--- config.mk ---
export PLATFORM = sky130hd
export DESIGN_NAME = mc_native_arb
export DESIGN_NICKNAME = d
export VERILOG_FILES = /design/src/rtl/mc_native_arb.sv
export SDC_FILE = /design/constraint.sdc
export NUM_CORES = 1
export LEC_CHECK = 0
export ABC_AREA = 1
export CAP_MARGIN = 5
export CORE_MARGIN = 2
export CORE_UTILIZATION = 51
export CTS_CLUSTER_DIAMETER = 50
export DETAILED_ROUTE_END_ITERATION = 10
export GPL_ROUTABILITY_DRIVEN = 0
export PLACE_DENSITY = 0.95
export SLEW_MARGIN = 40
export SYNTH_ARGS = -nofsm -noshare
export SYNTH_HDL_FRONTEND = slang
export SYNTH_SLANG_ARGS = --single-unit
export TNS_END_PERCENT = 1
--- constraint.sdc ---
create_clock -name clk -period 5 [get_ports clk]
set_input_delay 1 -clock clk [delete_from_list [all_inputs] [get_ports clk]]
set_output_delay 1 -clock clk [all_outputs]
set_load 0.05 [all_outputs]
--- src/rtl/mc_native_arb.sv ---
// mc_native_arb: two-port weighted round-robin command arbiter with burst
// credit, starvation override and one registered output stage toward the
// memory-controller command queue.
// Optional feature macro: MC_NATIVE_ARB_STATS_EN adds per-port saturating
// grant counters (o_grant_cnt0/o_grant_cnt1) with a synchronous clear.
// Handshake: a command moves on a rising edge where valid and ready are both 1.
// Ready on p0/p1 is combinational and asserted only for the port chosen this
// cycle. m_cmd_* holds steady while m_cmd_valid=1 and m_cmd_ready=0.
module mc_native_arb #(
    parameter int AW     = 32,
    parameter int WCNT_W = 8
) (
    input  logic              clk,
    input  logic              rst_n,
    input  logic              p0_cmd_valid,
    output logic              p0_cmd_ready,
    input  logic              p0_cmd_we,
    input  logic [AW-1:0]     p0_cmd_addr,
    input  logic              p1_cmd_valid,
    output logic              p1_cmd_ready,
    input  logic              p1_cmd_we,
    input  logic [AW-1:0]     p1_cmd_addr,
    output logic              m_cmd_valid,
    input  logic              m_cmd_ready,
    output logic              m_cmd_we,
    output logic [AW-1:0]     m_cmd_addr,
    output logic              m_cmd_port,
    input  logic [3:0]        cfg_weight0,
    input  logic [3:0]        cfg_weight1,
    input  logic [WCNT_W-1:0] cfg_starve_lim,
    output logic              o_starve_evt
`ifdef MC_NATIVE_ARB_STATS_EN
    ,
    input  logic              i_stats_clr,
    output logic [15:0]       o_grant_cnt0,
    output logic [15:0]       o_grant_cnt1
`endif
);

    // Arbitration state: current burst owner and remaining consecutive grants.
    logic              owner;
    logic [3:0]        credit;
    logic [WCNT_W-1:0] wait_cnt [2];

    logic              load;
    logic              gnt;
    logic              gnt_port;
    logic              gnt_starve;
    logic              owner_nxt;
    logic [3:0]        credit_nxt;
    logic              req [2];
    logic              starve [2];
    logic [3:0]        w_eff [2];
    logic              sel_we;
    logic [AW-1:0]     sel_addr;

    // Request vector, effective weights (0 behaves as 1) and starvation flags.
    always_comb begin
        req[0]    = p0_cmd_valid;
        req[1]    = p1_cmd_valid;
        w_eff[0]  = (cfg_weight0 == 4'd0) ? 4'd1 : cfg_weight0;
        w_eff[1]  = (cfg_weight1 == 4'd0) ? 4'd1 : cfg_weight1;
        starve[0] = (cfg_starve_lim != '0) && (wait_cnt[0] >= cfg_starve_lim);
        starve[1] = (cfg_starve_lim != '0) && (wait_cnt[1] >= cfg_starve_lim);
    end

    // Grant selection in priority order: starvation, owner credit, other port, owner reload.
    always_comb begin
        load       = !m_cmd_valid || m_cmd_ready;
        gnt        = 1'b0;
        gnt_port   = owner;
        gnt_starve = 1'b0;
        owner_nxt  = owner;
        credit_nxt = credit;
        if (load) begin
            if (starve[!owner] && req[!owner]) begin
                gnt        = 1'b1;
                gnt_port   = !owner;
                gnt_starve = 1'b1;
                owner_nxt  = !owner;
                credit_nxt = w_eff[!owner] - 4'd1;
            end else if (req[owner] && credit != 4'd0) begin
                gnt        = 1'b1;
                gnt_port   = owner;
                credit_nxt = credit - 4'd1;
            end else if (req[!owner]) begin
                gnt        = 1'b1;
                gnt_port   = !owner;
                owner_nxt  = !owner;
                credit_nxt = w_eff[!owner] - 4'd1;
            end else if (req[owner]) begin
                gnt        = 1'b1;
                gnt_port   = owner;
                credit_nxt = w_eff[owner] - 4'd1;
            end
        end
    end

    // Ready pulses and payload mux; rst_n gating keeps readies low during reset.
    always_comb begin
        p0_cmd_ready = rst_n && gnt && (gnt_port == 1'b0);
        p1_cmd_ready = rst_n && gnt && (gnt_port == 1'b1);
        sel_we       = gnt_port ? p1_cmd_we   : p0_cmd_we;
        sel_addr     = gnt_port ? p1_cmd_addr : p0_cmd_addr;
    end

    // Output register; the starvation pulse is registered so it lines up with the forced command.
    always_ff @(posedge clk or negedge rst_n) begin
        if (!rst_n) begin
            m_cmd_valid  <= 1'b0;
            m_cmd_we     <= 1'b0;
            m_cmd_addr   <= '0;
            m_cmd_port   <= 1'b0;
            o_starve_evt <= 1'b0;
        end else begin
            o_starve_evt <= gnt_starve;
            if (load) begin
                m_cmd_valid <= gnt;
            end
            if (gnt) begin
                m_cmd_we   <= sel_we;
                m_cmd_addr <= sel_addr;
                m_cmd_port <= gnt_port;
            end
        end
    end

    // Owner/credit update; owner resets to 1 so port 0 wins the first simultaneous request.
    always_ff @(posedge clk or negedge rst_n) begin
        if (!rst_n) begin
            owner  <= 1'b1;
            credit <= 4'd0;
        end else if (gnt) begin
            owner  <= owner_nxt;
            credit <= credit_nxt;
        end
    end

    // Starvation wait counters: clear on own grant, saturating count of grants lost while waiting.
    always_ff @(posedge clk or negedge rst_n) begin
        if (!rst_n) begin
            wait_cnt[0] <= '0;
            wait_cnt[1] <= '0;
        end else if (gnt) begin
            for (int p = 0; p < 2; p++) begin
                if (gnt_port == p[0]) begin
                    wait_cnt[p] <= '0;
                end else if (req[p] && wait_cnt[p] != {WCNT_W{1'b1}}) begin
                    wait_cnt[p] <= wait_cnt[p] + 1'b1;
                end
            end
        end
    end

`ifdef MC_NATIVE_ARB_STATS_EN
    // Saturating per-port grant counters; clear takes precedence over an increment.
    always_ff @(posedge clk or negedge rst_n) begin
        if (!rst_n) begin
            o_grant_cnt0 <= '0;
            o_grant_cnt1 <= '0;
        end else if (i_stats_clr) begin
            o_grant_cnt0 <= '0;
            o_grant_cnt1 <= '0;
        end else if (gnt) begin
            if (!gnt_port && o_grant_cnt0 != 16'hFFFF) begin
                o_grant_cnt0 <= o_grant_cnt0 + 16'd1;
            end
            if (gnt_port && o_grant_cnt1 != 16'hFFFF) begin
                o_grant_cnt1 <= o_grant_cnt1 + 16'd1;
            end
        end
    end
`endif

endmodule
# Word-level counts from Yosys, hierarchy flattened

Cells that the tools add are included.

Add/subtract/negate cells: 5
$mul: 0
Divide/modulo/power cells: 0
$lt $le $gt $ge: 4
Equality and inequality tests: 3
Shift operators: 0
Muxes and demuxes: 38
Bitwise logic cells: 3
Reductions and logical operators: 21

Operators by type and width:

| operator              | number |
|---|---|
| $mux W4               | 12 |
| $mux W32              | 1 |
| $mux W8               | 4 |
| $mux W1               | 21 |
| $add A8 B1 Y8 const B | 2 |
| $ge A8 B8 Y1          | 2 |
| $ne A8 B8 Y1 const B  | 2 |
| $sub A4 B1 Y4 const B | 3 |
| $logic_and A1 B1 Y1   | 9 |
| $logic_not A4 Y1      | 2 |
| $reduce_bool A4 Y1    | 2 |
| $reduce_bool A8 Y1    | 1 |
| $ge A2 B2 Y1 const B  | 2 |
| $not A1 Y2            | 2 |
| $reduce_and A2 Y1     | 2 |
| $reduce_and A3 Y1     | 1 |
| $logic_not A1 Y1      | 2 |
| $ne A2 B1 Y1 const B  | 1 |
| $reduce_bool A2 Y1    | 1 |
| $logic_or A1 B1 Y1    | 1 |
| $not A1 Y1            | 1 |

Bits in registers: 57
Latch bits: 0
Memory bits (writable): 0
ROM bits: 0
Input bits: 87
Output and inout bits: 38
Logic and storage cells: 83
Memories kept: 0

# Depth between registers and ports, before layout

Depth after elaboration: 11
Gate-level depth with buffers: 16
Depth with buffers taken out: 16

# Worst setup path after synthesis

Ideal clock, no wire load.

Path kind: in2out
From: input port cfg_starve_lim[3]
To: output port p1_cmd_ready
Data arrival time: 2.940 ns
Required time: 4.000 ns
Setup slack: 1.060 ns
Cell stages on the path: 13
Path buffers: 1
Cells stage by stage: inv_1 > ha_1 > nand2_1 > nor2_1 > nor2_1 > nand2_1 > nand2_1 > a21oi_2 > nand4_4 > nand2_4 > nand2_1 > buf_4 > nor2_1

Cells in the longest elaborated chain, start to end: 10
Elaborated cells on any way between the ends: 15
Classes of those cells: order compare: 2; mux: 7; reduce/logical: 6

Ends and longest elaborated chain:

| element                                       | line   | RTL |
|---|---|---|
| start, declared                               | 30     | `input logic [WCNT_W-1:0] cfg_starve_lim,` |
| $ge A8 B8 Y1, or another cell as far along    | 64     | `starve[1] = (cfg_starve_lim != '0) && (wait_cnt[1] >= cfg_starve_lim);` |
| $logic_and A1 B1 Y1, on equally long branches | 64, 63 |  |
| $mux W1 (not written as such) * (3 in a row)  | 76     | `if (starve[!owner] && req[!owner]) begin` |
| $logic_and A1 B1 Y1 *                         | 76     |  |
| $mux W1                                       | 76     |  |
| $mux W1                                       | 75     | `if (load) begin` |
| $logic_and A1 B1 Y1                           | 102    | `p1_cmd_ready = rst_n && gnt && (gnt_port == 1'b1);` |
| $logic_and A1 B1 Y1 *                         | 102    |  |
| end, declared                                 | 20     | `output logic p1_cmd_ready,` |

Every way passes the cells marked *; elsewhere a longest branch is shown, timed or not. The select of a mux whose other input is x is not followed.

# Final worst setup path

Same ends and word-level chain as after synthesis.

==> reports/metrics.yaml <==
yosys:
  ys_seq_area_frac: 0.358
  synth_nets: 671
  syn_area_um2: 3990
  synth_seq_cells: 57
  ys_types: 37
  ys.warnings.count: 0
  syn_avg_cell_area_um2: 7.08
  netlist_instances: 563
clocking:
  clk_latency_ps: 340
  cts_hold_buf: 0
  cts_setup_buffers: 0
  path_clk_slew_ps: 60
  cts_root_buf: "clkbuf_8"
  cts_inserted_buffers: 9
  cts.path.max_buffers: 2
  h-tree-depth: 3
  cts_resized: 0
  cts_tree: "built"
  clock_sinks: 57
timing:
  period_minus_slack_ps: 4270
  clock.fmax_ghz: 0.234
  worst_pin_slew_ps: 738
  setup_tns_ps: 0
  hold_ws_ps: 482
  hold_viol: 0
  setup_violations: 0
  slew_viol_final: 0
  rsz0062_at_grt: "false"
  clock_skew_ps: 10.4
  relSlewSlack: 0.507
  min_period_over_period: 0.854
pwr:
  powerDensity_nw_per_um2: 589
  leakagePower_nw: 2.81
  vdd_drop_max_mv: 0.360
layout:
  diodes: 0
  finalNetCount: 789
  final_common_cell: "nand2_1"
  final_cell_mix: "nand2_1, clkdlybuf4s50_1, inv_1, dfrtp_1, nand3_1"
  drive_gt1_frac: 0.0628
  areaGrowthSynthToFinish_pct: 37.4
place:
  io_buffer_count: 124
  post-dp-hpwl_mm: 8.41
floorplanning:
  start_util: 0.521
  io_pins: 125
  dieWidth_um: 92.4
  fp.dieH_um: 92.4
  die-area_um2: 8540
  rows: 32
  core_um2: 7650
critical_path:
  cp_slowest_cell: "clkdlybuf4s50_1"
  required_ps: 4000
  crit_family: "simple AND/OR/NAND/NOR gates"
  critPathMostFrequentCell: "nand2_1"
  regToRegStartpoint: "owner"
  cp_max_fo: 11
  cp.arrival_ps: 3270
  critPathCaptureType: "output port"
  max_stage_delay_ps: 470
  critPathKind: "input pin to output port"
  crit_chain: "clkdlybuf4s50_1 > inv_1 > ha_1 > nand2_1 > nor2_1 > nor2_1 > nand2_1 > nand2_1 > a21oi_2 > nand4_4 > nand2_4 > nand2_1 > nor2_1 > buf_12"
  crit_buf_inv: 3
  start_kind: "input pin"
  crit_path_start: "cfg_starve_lim[3]"
detailed_routing:
  drtIter0Drc: 330
  postRouteAntennaNets: 0
  via_per_inst: 5.31
  vias: 4181
  drc: 0
  routedWlPerCell_um: 14.6
  wl_mm: 11.5
  firstDrtPassIters: 5
global_route:
  overflow: 0
  antenna_found_initial: 0
  grt_pass1_wl_mm: 18.8
  grt_max_degree: 58
  track_usage: 0.277
  grt_pass1_vias: 4159
hold_path:
  hp-start: "m_cmd_addr[14]"
  hp-class: "register to register"
run:
  max_cap_violations: 0
run_status:
  outcome: "finished clean"
-- cell families after synthesis --
kind of cell             Yosys count  share of synthesized area
multiplexers                       1                    0.00251
buffers and inverters            105                      0.110
AO/OA/AOI/OAI                     37                     0.0584
adder cells (fa/ha/maj)           21                     0.0659
XOR/XNOR                          10                     0.0220
flip-flops                        57                      0.358
AND/OR/NAND/NOR                  332                      0.383
-- worst reg2reg max path: cells and delay by family (launching register included) --
| kind | cells | cell delay [ps] |
|---|---|---|
| flops | 1 | 750 |
| compound gates | 2 | 310 |
| buf+inv | 3 | 580 |
| simple gates | 8 | 1030 |
-- cell type report --
| type | instances | area (um2) |
|---|---|---|
| fillers | 605 | 2170 |
| multi-input cells | 401 | 2130 |
| well taps | 102 | 128 |
| flip-flops and latches | 57 | 1430 |
| clock inverters | 3 | 15.0 |
| repair buffers | 130 | 1300 |
| clock buffers | 12 | 165 |
| inverters | 82 | 310 |
-- final timing paths --
path                                  endpoint  slack [ps]  cells after the start
worst max-delay path              p1_cmd_ready         730                     14
min in group asynchronous          wait_cnt[0]         830                      2
worst max register to register    wait_cnt[13]        2270                     13
worst min register to register  m_cmd_addr[14]         480                      2
max in group asynchronous         wait_cnt[13]        3690                      2
worst min-delay path            m_cmd_addr[14]         480                      2
-- cells in the mapped netlist (all sizes together) --
| master | n | area [um2] |
|---|---|---|
| a211oi | 1 | 7.51 |
| a21oi | 12 | 67.6 |
| buf | 18 | 111 |
| clkbuf | 5 | 18.8 |
| dfrtp | 56 | 1400 |
| dfstp | 1 | 26.3 |
| ha | 21 | 263 |
| inv | 82 | 310 |
| mux2i | 1 | 10.0 |
| nand2 | 199 | 762 |
| nand3 | 53 | 265 |
| nand3b | 37 | 278 |
| nand4 | 12 | 90.1 |
| nor2 | 26 | 100 |
| nor3 | 5 | 30.0 |
| o211ai | 1 | 7.51 |
| o21ai | 20 | 119 |
| o21bai | 1 | 7.51 |
| o311ai | 1 | 16.3 |
| o31ai | 1 | 7.51 |
| xnor2 | 3 | 26.3 |
| xor2 | 7 | 61.3 |
-- per-layer routing --
layer	track usage	routed length, um
met1	0.299	4320
met2	0.509	6130
met3	0.0635	638
met4	0.131	412
met5	0	0
-- stage by stage --
step	area, um2	total power, mW	std cells	setup WS [ps]	utilization
floorplan	3990	2.20	563	1060	-
global placement	5300	2.75	772	819	0.693
detailed placement	5300	2.82	772	756	0.693
CTS	5480	3.23	787	740	0.716
global route	5480	3.44	787	534	0.716
finish	5480	3.23	787	730	0.716
-- report_power, final --
| part | total, mW | internal (mW) | switching (mW) |
|---|---|---|---|
| combinational | 2.04 | 0.665 | 1.38 |
| clock | 0.396 | 0.215 | 0.181 |
| sequential | 0.790 | 0.652 | 0.138 |
| total | 3.23 | 1.53 | 1.70 |
-- state kept, by name, indices dropped and copies added (netlist names) --
signal	count
wait_cnt	16
owner	1
credit	4
m_cmd_we	1
o_starve_evt	1
m_cmd_valid	1
m_cmd_port	1
m_cmd_addr	32
No activity file was read; power rests on OpenSTA's default activity.
